===== config.mk =====
export PLATFORM = sky130hd
export DESIGN_NAME = freq_period_meter
export DESIGN_NICKNAME = d
export VERILOG_FILES = /design/src/rtl/freq_period_meter.sv
export SDC_FILE = /design/constraint.sdc
export NUM_CORES = 1
export LEC_CHECK = 0
export BUFFER_PORTS_ARGS = -buffer_cell sky130_fd_sc_hd__clkbuf_2
export CORE_MARGIN = 2
export CORE_UTILIZATION = 35
export DETAILED_ROUTE_END_ITERATION = 8
export GPL_ROUTABILITY_DRIVEN = 0
export MAX_ROUTING_LAYER = met4
export SLEW_MARGIN = 20
export SYNTH_ARGS = -nofsm -noshare
export SYNTH_HDL_FRONTEND = slang
export SYNTH_SLANG_ARGS = --single-unit

===== constraint.sdc =====
create_clock -name clk -period 3.22 [get_ports clk]
set_input_delay 0.322 -clock clk [delete_from_list [all_inputs] [get_ports clk]]
set_output_delay 0.322 -clock clk [all_outputs]
set_load 0.005 [all_outputs]

===== src/rtl/freq_period_meter.sv =====
// Frequency meter front end: times 2^AVG_LOG2 input periods in clk cycles,
// hands CLK_HZ*2^AVG_LOG2 / cycles to the shared iterative divider and
// publishes the quotient in Hz. A static input is reported as 0 Hz after
// TIMEOUT_CYCLES.
//
//   state  | meaning
//   -------+-----------------------------------------------------------
//   IDLE   | measurement disabled, divide port quiet
//   ARM    | waiting for a fresh rising edge to open the window
//   COUNT  | counting clk cycles until 2^AVG_LOG2 more rising edges
//   ISSUE  | one-cycle divide request, operands already latched
//   WAIT   | holding operands until the divider reports done
module freq_period_meter #(
  parameter int unsigned CLK_HZ         = 50_000_000,
  parameter int unsigned AVG_LOG2       = 0,
  parameter int unsigned TIMEOUT_CYCLES = 50_000_000
) (
  input  logic        clk,
  input  logic        rst_n,
  input  logic        meas_en,
  input  logic        sig_in,
  output logic        div_start,
  output logic [31:0] div_numerator,
  output logic [31:0] div_divisor,
  input  logic [31:0] div_quotient,
  input  logic        div_done,
  output logic [31:0] freq_hz,
  output logic        freq_valid,
  output logic        timeout,
  output logic        busy
);

  localparam logic [63:0] NUM_WIDE  = 64'(CLK_HZ) << AVG_LOG2;
  localparam logic [31:0] NUM_VAL   = NUM_WIDE[31:0];
  localparam logic [4:0]  LAST_EDGE = 5'((1 << AVG_LOG2) - 1);
  localparam logic [31:0] TMR_LAST  = 32'(TIMEOUT_CYCLES - 1);

  // The numerator must fit the 32-bit divider and the edge counter is 5 bits.
  if (NUM_WIDE >= 64'h1_0000_0000) begin : g_num_too_wide
    $fatal(1, "freq_period_meter: CLK_HZ << AVG_LOG2 does not fit in 32 bits");
  end
  if (AVG_LOG2 > 4) begin : g_avg_too_large
    $fatal(1, "freq_period_meter: AVG_LOG2 must be 0..4");
  end

  typedef enum logic [2:0] {
    S_IDLE,
    S_ARM,
    S_COUNT,
    S_ISSUE,
    S_WAIT
  } state_e;

  state_e      state_q, state_d;
  logic        sync1_q, sync2_q, dly_q;
  logic        rise;
  logic [31:0] tmr_q, tmr_d;
  logic [31:0] cyc_q, cyc_d;
  logic [4:0]  edges_q, edges_d;
  logic [31:0] num_q, num_d;
  logic [31:0] den_q, den_d;
  logic [31:0] freq_q, freq_d;
  logic        valid_q, valid_d;
  logic        tout_q, tout_d;
  logic        tmr_expired;

  assign rise        = sync2_q & ~dly_q;
  assign tmr_expired = (tmr_q == TMR_LAST);

  // Input synchroniser plus delay flop for rising-edge detection.
  always_ff @(posedge clk) begin
    if (!rst_n) begin
      sync1_q <= 1'b0;
      sync2_q <= 1'b0;
      dly_q   <= 1'b0;
    end else begin
      sync1_q <= sig_in;
      sync2_q <= sync1_q;
      dly_q   <= sync2_q;
    end
  end

  // State and datapath registers.
  always_ff @(posedge clk) begin
    if (!rst_n) begin
      state_q <= S_IDLE;
      tmr_q   <= '0;
      cyc_q   <= '0;
      edges_q <= '0;
      num_q   <= '0;
      den_q   <= '0;
      freq_q  <= '0;
      valid_q <= 1'b0;
      tout_q  <= 1'b0;
    end else begin
      state_q <= state_d;
      tmr_q   <= tmr_d;
      cyc_q   <= cyc_d;
      edges_q <= edges_d;
      num_q   <= num_d;
      den_q   <= den_d;
      freq_q  <= freq_d;
      valid_q <= valid_d;
      tout_q  <= tout_d;
    end
  end

  // Next-state logic; timeout beats meas_en dropping, which beats a rise.
  always_comb begin
    state_d = state_q;
    tmr_d   = tmr_q;
    cyc_d   = cyc_q;
    edges_d = edges_q;
    num_d   = num_q;
    den_d   = den_q;
    freq_d  = freq_q;
    valid_d = 1'b0;
    tout_d  = tout_q;

    case (state_q)
      S_IDLE: begin
        if (meas_en) begin
          state_d = S_ARM;
          tmr_d   = '0;
        end
      end

      S_ARM, S_COUNT: begin
        tmr_d = tmr_q + 32'd1;
        if (state_q == S_COUNT) begin
          cyc_d = cyc_q + 32'd1;
        end
        if (tmr_expired) begin
          freq_d  = '0;
          tout_d  = 1'b1;
          valid_d = 1'b1;
          tmr_d   = '0;
          state_d = meas_en ? S_ARM : S_IDLE;
        end else if (!meas_en) begin
          state_d = S_IDLE;
        end else if (rise) begin
          if (state_q == S_ARM) begin
            cyc_d   = '0;
            edges_d = '0;
            state_d = S_COUNT;
          end else if (edges_q == LAST_EDGE) begin
            // The closing edge itself ends the last period, hence +1.
            den_d   = cyc_q + 32'd1;
            num_d   = NUM_VAL;
            state_d = S_ISSUE;
          end else begin
            edges_d = edges_q + 5'd1;
          end
        end
      end

      S_ISSUE: begin
        state_d = S_WAIT;
      end

      S_WAIT: begin
        if (div_done) begin
          freq_d  = div_quotient;
          tout_d  = 1'b0;
          valid_d = 1'b1;
          tmr_d   = '0;
          state_d = meas_en ? S_ARM : S_IDLE;
        end
      end

      default: begin
        state_d = S_IDLE;
      end
    endcase
  end

  assign div_start     = (state_q == S_ISSUE);
  assign div_numerator = num_q;
  assign div_divisor   = den_q;
  assign freq_hz       = freq_q;
  assign freq_valid    = valid_q;
  assign timeout       = tout_q;
  assign busy          = (state_q != S_IDLE);

endmodule


==> Word level (Yosys, flattened, before mapping) <==
Index checks and enable logic that the tools add are counted.
{ "op_classes": {"addsub": 3, "n_mul": 0, "div_mod_pow": 0, "magnitude_cmp": 0, "eq_ne": 11, "shift": 0, "muxes": 29, "bitwise_logic": 4, "n_reduce_logical": 11} }
{ "op_table": {"columns": ["operator", "count"], "rows": [
  ["$mux 32", 10],
  ["$pmux 32 s3", 1],
  ["$add 32x1->32 const B", 2],
  ["$pmux 32 s2", 1],
  ["$eq 32x26->1 const B", 1],
  ["$mux 3", 7],
  ["$pmux 3 s4", 1],
  ["$mux 5", 2],
  ["$ne 2x2->1 const B", 4],
  ["$eq 3x2->1 const B", 2],
  ["$reduce_and 3->1", 2],
  ["$reduce_and 6->1", 1],
  ["$reduce_bool 3->1", 2],
  ["$add 5x1->5 const B", 1],
  ["$logic_not 5->1", 1],
  ["$mux 1", 5],
  ["$ne 5x5->1 const B", 1],
  ["$reduce_and 5->1", 1],
  ["$ne 4x4->1 const B", 1],
  ["$pmux 1 s2", 2],
  ["$reduce_and 4->1", 1],
  ["$eq 3x1->1 const B", 1],
  ["$eq 3x3->1 const B", 1],
  ["$logic_not 3->1", 1],
  ["other kinds (4)", 6]
]} }
{ "totals": {"regBits": 142, "latchBits": 0, "ram_bits": 0, "rom_bits": 0, "in_bits": 37, "out_inout_bits": 100, "word_cells": 70, "n_memories": 0} }

==> Longest topological paths before layout <==
Gate-level depths: netlist (run 1).
{ "logic_depth": {"ltp_word": 7, "ltp_mapped": 9, "ltp_nobuf": 7} }

==> Worst setup path before layout (run 1) <==
Ideal clock, no wire load.
{ "synth_path": {"kind": "register to register", "start": "reg state_q[2]", "end": "reg tmr_q[31]", "setup_time_ns": 0.086, "t_arrival_ns": 2.289, "t_required_ns": 3.134, "path_slack_ns": 0.844, "path_stages_with_launch": 8, "path_buffers": 2, "period_less_slack_ns": 2.376, "path_cell_list": "dfxtp_1 -> or3b_1 -> buf_2 -> o311a_4 -> or4_1 -> buf_2 -> or4_1 -> a211oi_1"} }
{ "synth_between": {"elab_chain_cells": 4, "word_cells_on_any_way": 10, "cone_classes": "5 x eq/ne; 1 x mux; 4 x reduce/logical"} }
{ "synth_lines": {"columns": ["element", "line_no", "text"], "rows": [
  ["from (decl)", "54", "state_e state_q, state_d;"],
  ["from (signal assigned)", "96", "state_q <= state_d;"],
  ["$eq 3x2->1 or $eq 3x1->1 (tied branches)", "120", "case (state_q)"],
  ["$reduce_or 2->1", "120", null],
  ["$reduce_bool 3->1 (no source line)", null, null],
  ["$reduce_and 3->1 (no source line)", null, null],
  ["to (signal assigned)", "97", "tmr_q <= tmr_d;"],
  ["to (decl)", "57", "logic [31:0] tmr_q, tmr_d;"]
]} }
Several ways; a longest one is shown, not always the timed one.
A chain may end at the register's enable or synchronous reset.

==> Worst setup path after layout (run 1) <==
{ "layout_path": {"start": "reg state_q[0]", "end": "reg tmr_q[31]"} }
The elaborated chain is that of the path after synthesis.

==> metrics.md, run 1 <==
| Metric | Value |
|---|---|
| Crit Path Category | `reg2reg` |
| Critical-path top delay cell | `or4_1` |
| Area leader, netlist | `dfxtp_1` |
| Layout Cells excl Fill | `1117` |
| Critical path, cell by cell | `or3b_1 -> o311a_4 -> or4_1 -> or4_1 -> a211oi_1` |
| DIE AREA | `20200 um^2` |
| Antenna-violating nets left | `0` |
| Critical Path AT | `3.17 ns` |
| CTS sink count | `142` |
| Fmax | `0.353 GHz` |
| Pin count of the biggest net entering global routing | `61` |
| Worst Path Buf+Inv | `0` |
| Resized Gates After CTS | `0` |
| Most common cell on crit path | `or4_1` |
| Final Skew | `0.00942 ns` |
| Vias in the first global route | `5138` |
| Tmin final | `2.83 ns` |
| Grt ovf | `0` |
| Num CTS Buffers | `17` |
| Placed Cells | `1085` |
| Fill count | `1891` |
| ANT cells | `0` |
| Critical path's largest stage delay | `0.67 ns` |
| Worst-path clk slew | `0.06 ns` |
| Min setup slack post-route | `0.390 ns` |
| H-tree levels | `4` |
| Core area | `18700 um^2` |
| Layout cells sized above 1 | `0.196` |
| Number of flops mapped to enable cells by yosys | `0` |
| CTS Buffer Depth | `2` |
| I/O Buffers | `116` |
| Crit path required time | `3.56 ns` |
| Fin. Hold Viols | `0` |
| Final setup fails | `0` |
| Std cell rows | `50` |
| Clock Root Buffer | `clkbuf_16` |
| CP max FO | `16` |
| Startpoint Class | `flip-flop` |
| Post-route clock period utilization | `0.879` |
| Routed wire per std cell | `14.5 um` |
| CP top delay family | `simple AND/OR/NAND/NOR gates` |
| First-pass GRT wire length | `26000 um` |
| Synth Instances | `788` |
| Leakage | `2.86 nW` |
| Initial Util | `0.356` |
| Max-cap violations | `0` |
| Share of the synthesized area in the top cell type | `0.427` |
| Pre-CTS WS | `0.398 ns` |
| Synth unique cells | `53` |
| DRT Pass-1 Iters | `4` |
| Mapped Area | `6670 um^2` |
| Setup total negative slack | `0 ns` |
| Fin nets | `911` |
| Slew margin rel. | `0.307` |
| Total Routed Length | `16200 um` |
| Placed inst area | `7320 um^2` |
| Avg Vias per Cell | `5.17` |
| 1st-iter DRT viols | `311` |
| Hold Crit Class | `in2reg` |
| Asr flop ratio synth | `0` |
| Sequential share of the synthesized area | `0.427` |
| Cts hold-fix bufs | `0` |
| Min Hold Slack | `0.106 ns` |
| Status | `finished clean` |
| Die W | `142 um` |
| Post-CTS Setup Bufs | `0` |
| Slew Viols, Final | `0` |
| Setup crit end kind | `flip-flop` |
| Initial antenna violation count | `0` |
| Slew @ Worst Pin | `1.01 ns` |
| Die Y | `142 um` |
| Overall Global Routing Usage | `0.163` |
| CTS tree | `yes` |
| RSZ-0062 raised after global routing | `no` |
| I/O pin cnt | `137` |
| P&R area growth vs syn | `18.2%` |
| Top post-synthesis cells by area | `dfxtp_1 43%, nand2_1 4.9%, xnor2_1 4.3%` |
| Vias | `5776` |
| Final HPWL from detailed placement | `10800 um` |
| Final Cell Area | `7880 um^2` |
| Warnings from Yosys | `0` |
| Number of synthesized register bits | `142` |
| Post-Syn Area per Cell | `8.46 um^2` |
| Drt drc | `0` |
| Post-synth top flop | `dfxtp_1` |
| Worst skew pair latency | `0.43 ns` |
| IR drop worst, VDD | `0.000358 V` |
| PD cells | `492 nW/um^2` |
## state kept, by name, indices dropped and copies added, names as in the netlist, 3 cells and up
signal,cells
cyc_q,32
div_divisor,32
edges_q,5
freq_hz,32
state_q,3
tmr_q,32
## cells in the final DEF, fill, tap and decap left out, types with 9 or more instances in the layout
cell | Yosys | routed
or3_1 | 14 | 14
nor4_1 | 32 | 32
buf_4 | 31 | 14
nor3_1 | 34 | 34
inv_1 | 11 | 11
and4_1 | 11 | 11
and2_1 | 9 | 9
clkbuf_2 | 0 | 116
nor2_1 | 48 | 47
a211oi_1 | 13 | 13
nand4_1 | 24 | 24
conb_1 | 1 | 20
dfxtp_1 | 142 | 142
xnor2_1 | 33 | 33
clkbuf_16 | 0 | 17
nand3_1 | 28 | 28
xor2_1 | 26 | 26
o31a_1 | 10 | 10
o21ai_0 | 33 | 33
a21oi_1 | 46 | 44
nand2_1 | 87 | 87
a22o_1 | 32 | 32
## worst paths after layout
path / startpoint / endpoint / slack, ns / depth (start not counted)
worst max register to register: state_q[0]$_SDFFE_PN0P_ / tmr_q[31]$_SDFFE_PN0P_ / 0.39 / 5
worst min register to register: sync1_q$_SDFF_PN0_ / sync2_q$_SDFF_PN0_ / 0.44 / 1
worst max-delay path: state_q[0]$_SDFFE_PN0P_ / tmr_q[31]$_SDFFE_PN0P_ / 0.39 / 5
worst min-delay path: div_quotient[6] / freq_hz[6]$_SDFFE_PN0P_ / 0.11 / 2
## final cells by class
type / instances / area, um^2 / area share
clock buffers: 17 / 425 / 0.0540
clock inverters: 15 / 128 / 0.0162
inverters: 12 / 45.0 / 0.00572
multi-input cells: 566 / 3440 / 0.436
flip-flops and latches: 142 / 2840 / 0.361
well taps: 234 / 293 / 0.0372
repair buffers: 131 / 706 / 0.0896
## metrics by stage
stage / utilization / power, mW
final: 0.421 / 3.87
after global placement: 0.392 / 2.06
after detailed placement: 0.392 / 2.06
after floorplan: - / 1.98
after global routing: 0.421 / 4.03
after CTS: 0.421 / 3.92
## cell families (layout without fill, tap and decap cells)
| group | count (synthesis) | in the layout | share of synthesized area |
|---|---|---|---|
| AOI/OAI and AO/OA | 161 | 161 | 0.162 |
| xor gates and xnor gates | 59 | 59 | 0.0775 |
| and+or+nand+nor | 319 | 319 | 0.247 |
| muxes | 3 | 3 | 0.00451 |
| adders and majority gates | 4 | 4 | 0.00751 |
| other | 1 | 20 | 0.000563 |
| buffers and inverters | 99 | 175 | 0.0740 |
| DFF | 142 | 142 | 0.427 |
## cells in the mapped netlist (8+ instances only)
library cell  instances
o31a_1               10
nor3_1               34
a22o_1               32
inv_1                11
and2_1                9
o21ai_0              33
a21oi_1              46
nor4_1               32
dfxtp_1             142
nor2_1               48
clkbuf_1             49
nand4_1              24
nand3_1              28
and4_1               11
or3_1                14
xnor2_1              33
o31ai_1               8
a211oi_1             13
buf_4                31
xor2_1               26
nand2_1              87
## where the power goes
group	internal, mW	switching [mW]	total (mW)
sequential	1.77	0.0149	1.78
clock	1.01	0.842	1.85
combinational	0.0762	0.165	0.242
## per-layer routing
metal  routed length [um]  vias up  global-route usage
met5                    0        -                   -
met4                  129        0              0.0384
met3                  542       10              0.0387
met2                 7960      116               0.258
met1                 7530     2695               0.211
li1                     -     2955                   -
Power figures use the tool's default switching activity.
==> run 2: changes to the inputs <==
--- a/config.mk
+++ b/config.mk
@@ -5,9 +5,11 @@
 export SDC_FILE = /design/constraint.sdc
 export NUM_CORES = 1
 export LEC_CHECK = 0
+export ABC_AREA = 1
 export BUFFER_PORTS_ARGS = -buffer_cell sky130_fd_sc_hd__clkbuf_2
-export CORE_MARGIN = 2
+export CORE_MARGIN = 4
 export CORE_UTILIZATION = 35
+export CTS_BUF_LIST = sky130_fd_sc_hd__clkbuf_8
 export DETAILED_ROUTE_END_ITERATION = 8
 export GPL_ROUTABILITY_DRIVEN = 0
 export MAX_ROUTING_LAYER = met4
==> run 2 against run 1 <==
Global-route usage increased by 0.65 points; clock-buffer cell count increased by 2; die area increased by 14%; sequential cell count unchanged; maximum frequency increased by 16%; sequential share of layout area decreased by 1.3 points; combinational power increased to 3.8 times the previous value; design area increased by 3.6%.
==> metrics.md, run 2 <==
| Metric | Value |
|---|---|
| Status | `finished clean` |
| CP max FO | `29 (+13)` |
| Drt drc | `0 (unchanged)` |
| Hold Crit Class | `in2reg` |
| Core area | `20200 um^2 (+8.2%)` |
| Max-cap violations | `0 (unchanged)` |
| Final setup fails | `0 (unchanged)` |
| Initial antenna violation count | `0 (unchanged)` |
| Critical path's largest stage delay | `0.51 ns (-0.16 ns)` |
| CTS tree | `yes` |
| Grt ovf | `0 (unchanged)` |
| RSZ-0062 raised after global routing | `no` |
| Final Skew | `0.0103 ns (+0.000844 ns)` |
| Sequential share of the synthesized area | `0.395 (-0.0310)` |
| PD cells | `532 nW/um^2 (+8.2%)` |
| Top post-synthesis cells by area | `dfxtp_1 40%, nand2_1 14%, nor2_1 9.6%` |
| Die Y | `151 um (+6.6%)` |
| Post-Syn Area per Cell | `6.92 um^2 (-18%)` |
| Num CTS Buffers | `17 (unchanged)` |
| Crit Path Category | `reg2reg` |
| Crit path required time | `3.61 ns (+0.05 ns)` |
| Sequential Area | `2840 um^2 (unchanged)` |
| ANT cells | `0 (unchanged)` |
| Overall Global Routing Usage | `0.169 (+0.00650)` |
| CTS sink count | `142 (unchanged)` |
| Hold path depth | `3 (+1)` |
| Worst Path Buf+Inv | `5 (+5)` |
| Layout cells sized above 1 | `0.179 (-0.0169)` |
| Top-count cell post-synth | `nand2_1` |
| Fill count | `2155 (+14%)` |
| Vias in the first global route | `6161 (+20%)` |
| Slew Viols, Final | `0 (unchanged)` |
| Tmin final | `2.44 ns (-0.391 ns)` |
| Critical-path top delay cell | `inv_2` |
| Die W | `151 um (+6.6%)` |
| Cts hold-fix bufs | `0 (unchanged)` |
| First-pass GRT wire length | `30200 um (+16%)` |
| I/O Buffers | `116 (unchanged)` |
| 1st-iter DRT viols | `423 (+36%)` |
| Leakage | `3.31 nW (+16%)` |
| Post-synth top flop | `dfxtp_1` |
| Commonest cells in the netlist | `266 x nand2_1, 184 x nor2_1, 142 x dfxtp_1` |
| Most frequent cells in the layout | `266 x nand2_1, 183 x nor2_1, 142 x dfxtp_1` |
| IR drop worst, VDD | `0.000341 V (-4.8%)` |
| Routed wire per std cell | `13.3 um (-8.3%)` |
| Number of synthesized register bits | `142 (unchanged)` |
| CP top delay family | `buffers and inverters` |
| Critical path depth | `13 (+8)` |
| Clock Root Buffer | `clkbuf_8` |
| Fin nets | `1173 (+29%)` |
| Pin count of the biggest net entering global routing | `53 (-13%)` |
| DIE AREA | `22900 um^2 (+14%)` |
| Avg Vias per Cell | `4.68 (-9.5%)` |
| Critical path, cell by cell | `inv_1 -> ha_1 -> inv_1 -> nor2_1 -> nand2_1 -> inv_1 -> nand2_1 -> nor3_1 -> nand2_2 -> inv_2 -> buf_4 -> o21ai_1 -> nor2_1` |
| Resized Gates After CTS | `0 (unchanged)` |
| DRT Pass-1 Iters | `5 (+1)` |
| Slew margin rel. | `0.631 (+0.324)` |
| Setup crit end kind | `flip-flop` |
| Startpoint Class | `flip-flop` |
| Mapped Area | `7190 um^2 (+7.8%)` |
| Slew @ Worst Pin | `0.552 ns (-0.461 ns)` |
| Critical Path AT | `2.83 ns (-0.34 ns)` |
| Setup total negative slack | `0 ns (unchanged)` |
| Post-CTS Setup Bufs | `0 (unchanged)` |
| Std cell rows | `52 (+4.0%)` |
| Area leader, netlist | `dfxtp_1` |
| Fin util | `0.403 (-0.0177)` |
| Most common cell on crit path | `inv_1` |
| Post-route clock period utilization | `0.757 (-0.122)` |
| Worst R2R Path Depth | `13 (+8)` |
| P&R area growth vs syn | `13.6%` |
| Worst-path clk slew | `0.09 ns (+0.03 ns)` |
| Fmax | `0.410 GHz (+16%)` |
| Synth Instances | `1039 (+32%)` |
| Leading cell type in the layout, fill and taps excluded | `nand2_1` |
| Multi-input logic area | `3660 um^2 (+6.4%)` |
| Number of flops mapped to enable cells by yosys | `0 (unchanged)` |
| Total Routed Length | `18800 um (+16%)` |
| H-tree levels | `4 (unchanged)` |
| Fin. Hold Viols | `0 (unchanged)` |
| Antenna-violating nets left | `0 (unchanged)` |
| I/O pin cnt | `137 (unchanged)` |
| Worst skew pair latency | `0.45 ns (+0.02 ns)` |
| Final HPWL from detailed placement | `13900 um (+29%)` |
| CTS Buffer Depth | `2 (unchanged)` |
| Asr flop ratio synth | `0 (unchanged)` |
| Vias | `6622 (+15%)` |
| Synth unique cells | `39 (-26%)` |
| Initial Util | `0.355 (-0.00108)` |
| Warnings from Yosys | `0 (unchanged)` |
| Share of the synthesized area in the top cell type | `0.395 (-0.0310)` |
==> run 2: cell types whose count changed after synthesis, sizes merged, moves of 17 or more <==
cell,before,now
a21oi,46,72
inv,11,82
nand2,87,275
nor2,48,196
xnor2,33,16
nor4,32,0
nand3,28,46
buf,38,55
a22o,32,0
clkbuf,49,12
==> run 2: cell type report <==
class | count | area share
Clock buffer | 19 | 0.0320
Clock inverter | 13 | 0.0156
Inverter | 83 | 0.0382
Multi-Input combinational cell | 766 | 0.448
Sequential cell | 142 | 0.348
Tap cell | 270 | 0.0414
Timing Repair Buffer | 122 | 0.0766
==> run 2: final timing paths <==
kind	end	startpoint	slack, ns
worst max-delay path	div_divisor[31]$_SDFFE_PN0P_	edges_q[0]$_SDFFE_PN0P_	0.78
worst min-delay path	sync1_q$_SDFF_PN0_	sig_in	0.05
worst max register to register	div_divisor[31]$_SDFFE_PN0P_	edges_q[0]$_SDFFE_PN0P_	0.78
worst min register to register	sync2_q$_SDFF_PN0_	sync1_q$_SDFF_PN0_	0.44
==> run 2: worst reg2reg max path, cell delays in order (launching register included) <==
cell and delay, ns:
dfxtp_1 0.35, inv_1 0.09, ha_1 0.15, inv_1 0.04, nor2_1 0.07, nand2_1 0.05
inv_1 0.08, nand2_1 0.10, nor3_1 0.19, nand2_2 0.26, inv_2 0.51, buf_4 0.30
o21ai_1 0.07, nor2_1 0.11
==> run 2: where the power goes <==
group,switching (mW),leakage [nW],total [mW],internal (mW)
logic,0.651,1.97,0.916,0.265
clock network,0.747,0.191,1.41,0.667
registers,0.137,1.15,2.01,1.88
==> run 2: kinds of logic after synthesis <==
family	after synthesis	synth area share
other cells	1	0.000522
simple gates	567	0.336
flops	142	0.395
buf+inv	150	0.106
fa+ha+maj	4	0.00696
compound gates	136	0.108
xor+xnor	39	0.0475
==> run 2: routing by layer <==
metal | track usage | share of wire | vias to the layer above
li1 | - | - | 3436
met1 | 0.203 | 0.44 | 3011
met2 | 0.286 | 0.50 | 147
met3 | 0.0329 | 0.041 | 28
met4 | 0.0553 | 0.017 | 0
met5 | - | 0 | -
==> run 2: metrics by stage <==
| step | setup slack (ns) | cell area [um^2] | hold WS [ns] | std cells | total power [mW] |
|---|---|---|---|---|---|
| floorplan | 1.55 | 7260 | 0.390 | 1058 | 2.77 |
| global placement | 0.821 | 7770 | 0.406 | 1383 | 2.96 |
| detailed placement | 0.765 | 7770 | 0.423 | 1383 | 2.97 |
| CTS | 0.737 | 8160 | 0.0208 | 1415 | 4.39 |
| global route | 0.428 | 8160 | 0.0423 | 1415 | 4.60 |
| finish | 0.781 | 8160 | 0.0457 | 1415 | 4.34 |
==> run 3: changes to the inputs <==
==> constraint.sdc (replaced) <==
create_clock -name clk -period 1.99 [get_ports clk]
set_input_delay 0.199 -clock clk [delete_from_list [all_inputs] [get_ports clk]]
set_output_delay 0.199 -clock clk [all_outputs]
set_load 0.005 [all_outputs]
==> run 3 against run 2 <==
Clock-buffer cell count down 1; cell count up 3.6%; setup slack worse by 0.59 ns; sequential share of layout area down 2.3 points; clock power up 70%; highest routed layer unchanged; via count up 2.8%; largest power group unchanged; core utilization up 2.8 points; clock skew up 0.0012 ns; first-iteration DRC count down 24%; register-to-register slack worse by 0.59 ns; critical path depth down 2; die area unchanged; critical endpoint is now tmr_q[3]$_SDFFE_PN0P_.
==> metrics.md, run 3 (same netlist as run 2, synthesis figures left out) <==
| Metric | Value |
|---|---|
| Clock share of power | `0.325 (about the same)` |
| Final setup fails | `0 (unchanged)` |
| Die W | `151 um (unchanged)` |
| Critical Path AT | `2.16 ns (-0.67 ns)` |
| H-tree levels | `4 (unchanged)` |
| IR drop worst, VDD | `0.000423 V (+24%)` |
| Drt drc | `0 (unchanged)` |
| Sw Share | `0.346 (-0.00761)` |
| Initial antenna violation count | `0 (unchanged)` |
| Worst-path clk slew | `0.08 ns (about the same)` |
| Logic pwr share | `0.235 (+0.024)` |
| Fin nets | `1224 (+4.3%)` |
| CTS tree | `yes` |
| Final Skew | `0.0114 ns (+0.00117 ns)` |
| Startpoint Class | `flip-flop` |
| I/O pin cnt | `137 (unchanged)` |
| Overall Global Routing Usage | `0.175 (+0.00553)` |
| Post-route clock period utilization | `0.903 (+0.145)` |
| Tmin final | `1.80 ns (-0.643 ns)` |
| Placed inst area | `7960 um^2 (+2.4%)` |
| DIE AREA | `22900 um^2 (unchanged)` |
| Fin. Hold Viols | `0 (unchanged)` |
| 1st-iter DRT viols | `323 (-24%)` |
| Final HPWL from detailed placement | `14100 um (+1.2%)` |
| Status | `finished clean` |
| Met3 Resource Use GR | `0.0389 (+0.00598)` |
| I/O Buffers | `116 (unchanged)` |
| Net Sw Power | `2.56 mW (+66%)` |
| Avg Vias per Cell | `4.64 (-0.81%)` |
| DRT Pass-1 Iters | `5 (unchanged)` |
| Grt ovf | `0 (unchanged)` |
| Antenna-violating nets left | `0 (unchanged)` |
| Initial Util | `0.355 (unchanged)` |
| M2 GR Usage | `0.299 (+0.0131)` |
| Most frequent cells in the layout | `266 x nand2_1, 180 x nor2_1, 141 x dfxtp_1` |
| Crit Path Category | `reg2reg` |
| CP max FO | `9 (-69%)` |
| Routed wire per std cell | `13.2 um (-0.67%)` |
| Total Routed Length | `19300 um (+2.9%)` |
| Setup total negative slack | `0 ns (unchanged)` |
| Num CTS Buffers | `17 (unchanged)` |
| Hold Crit Class | `in2reg` |
| Std cell rows | `52 (unchanged)` |
| Clock Root Buffer | `clkbuf_8` |
| Core area | `20200 um^2 (unchanged)` |
| First-pass GRT wire length | `31200 um (+3.2%)` |
| Leading cell type in the layout, fill and taps excluded | `nand2_1` |
| Busiest metal layer after global routing | `met2` |
| Crit path required time | `2.35 ns (-1.26 ns)` |
| Slew @ Worst Pin | `0.500 ns (-0.0518 ns)` |
| Worst skew pair latency | `0.47 ns (+0.02 ns)` |
| P&R area growth vs syn | `21.5%` |
| Slew Viols, Final | `0 (unchanged)` |
| Met1 Use GR | `0.204 (+0.00141)` |
| Layout cells sized above 1 | `0.194 (+0.0149)` |
| CTS Buffer Depth | `2 (unchanged)` |
| Internal cell power | `4.84 mW (+72%)` |
| ANT cells | `0 (unchanged)` |
| Max-cap violations | `0 (unchanged)` |
| Post-CTS Setup Bufs | `0 (unchanged)` |
| Slew margin rel. | `0.664 (+0.0325)` |
| PD cells | `846 nW/um^2 (+59%)` |
| Pin count of the biggest net entering global routing | `38 (-28%)` |
| Die Y | `151 um (unchanged)` |
| CTS sink count | `142 (unchanged)` |
| Vias | `6805 (+2.8%)` |
| Final Cell Area | `8730 um^2 (+7.0%)` |
| Leakage | `3.56 nW (+7.4%)` |
| Fmax | `0.557 GHz (+36%)` |
| Vias in the first global route | `6491 (+5.4%)` |
| Setup crit end kind | `flip-flop` |
| Sequential share of power | `0.440 (-0.024)` |
| RSZ-0062 raised after global routing | `no` |
==> run 3: path summary, 6_finish.rpt <==
kind                                       startpoint                 endpoint  slack (ns)  cells past startpoint
worst min register to register     sync2_q$_SDFF_PN0_         dly_q$_SDFF_PN0_        0.43                      2
worst min-delay path                         div_done  state_q[2]$_SDFFE_PN0P_        0.06                      4
worst max-delay path            tmr_q[1]$_SDFFE_PN0P_    tmr_q[3]$_SDFFE_PN0P_        0.19                     11
worst max register to register  tmr_q[1]$_SDFFE_PN0P_    tmr_q[3]$_SDFFE_PN0P_        0.19                     11
==> run 3: cell type report <==
class                      instances  area, um^2
clock buffer                      18         248
clock inverter                    14         160
fill                            2080       11500
inverter                          83         315
multi-input combinational        766        3690
sequential                       142        2840
tap                              270         338
timing repair buffer             173        1140
==> run 3: what timing repair did <==
item | 4_1_cts | 5_1_grt
hold buffers | 33 | 0
hold endpoints to repair | 33 | 0
gates resized for setup | 0 | 10
setup endpoints to repair | 0 | 36
==> run 3: critical path: stages (launching register included) <==
cell	delay, ns
dfxtp_1	0.36
ha_2	0.22
inv_1	0.07
nor2_2	0.15
nand3_1	0.09
nor2_1	0.16
nand2_2	0.14
nand2_1	0.12
a21oi_2	0.07
inv_1	0.09
buf_4	0.17
nor3b_1	0.06
==> run 3: layer usage <==
metal,routed length (um),vias up,share of wire
met4,358,0,0.019
met2,9740,146,0.50
met3,832,33,0.043
li1,-,3548,-
met1,8380,3078,0.43
met5,0,-,0
==> run 3: per-stage QoR <==
stage	cells	total power [mW]	util	setup WS, ns	hold WS [ns]
floorplan	1058	4.48	-	0.316	0.297
global placement	1401	4.99	0.393	0.194	0.391
CTS	1466	7.45	0.430	0.0878	0.0393
global route	1466	7.81	0.432	0.00114	0.0662
finish	1466	7.39	0.432	0.194	0.0639
detailed placement	1401	5.01	0.393	0.123	0.396
==> run 3: power groups by stage <==
stage	sequential, mW	clock (mW)	combinational, mW
after global routing	3.30	2.57	1.94
final	3.26	2.40	1.73
after CTS	3.25	2.45	1.75
after detailed placement	3.32	0	1.69
after global placement	3.31	0	1.68
after floorplan	3.26	0	1.22
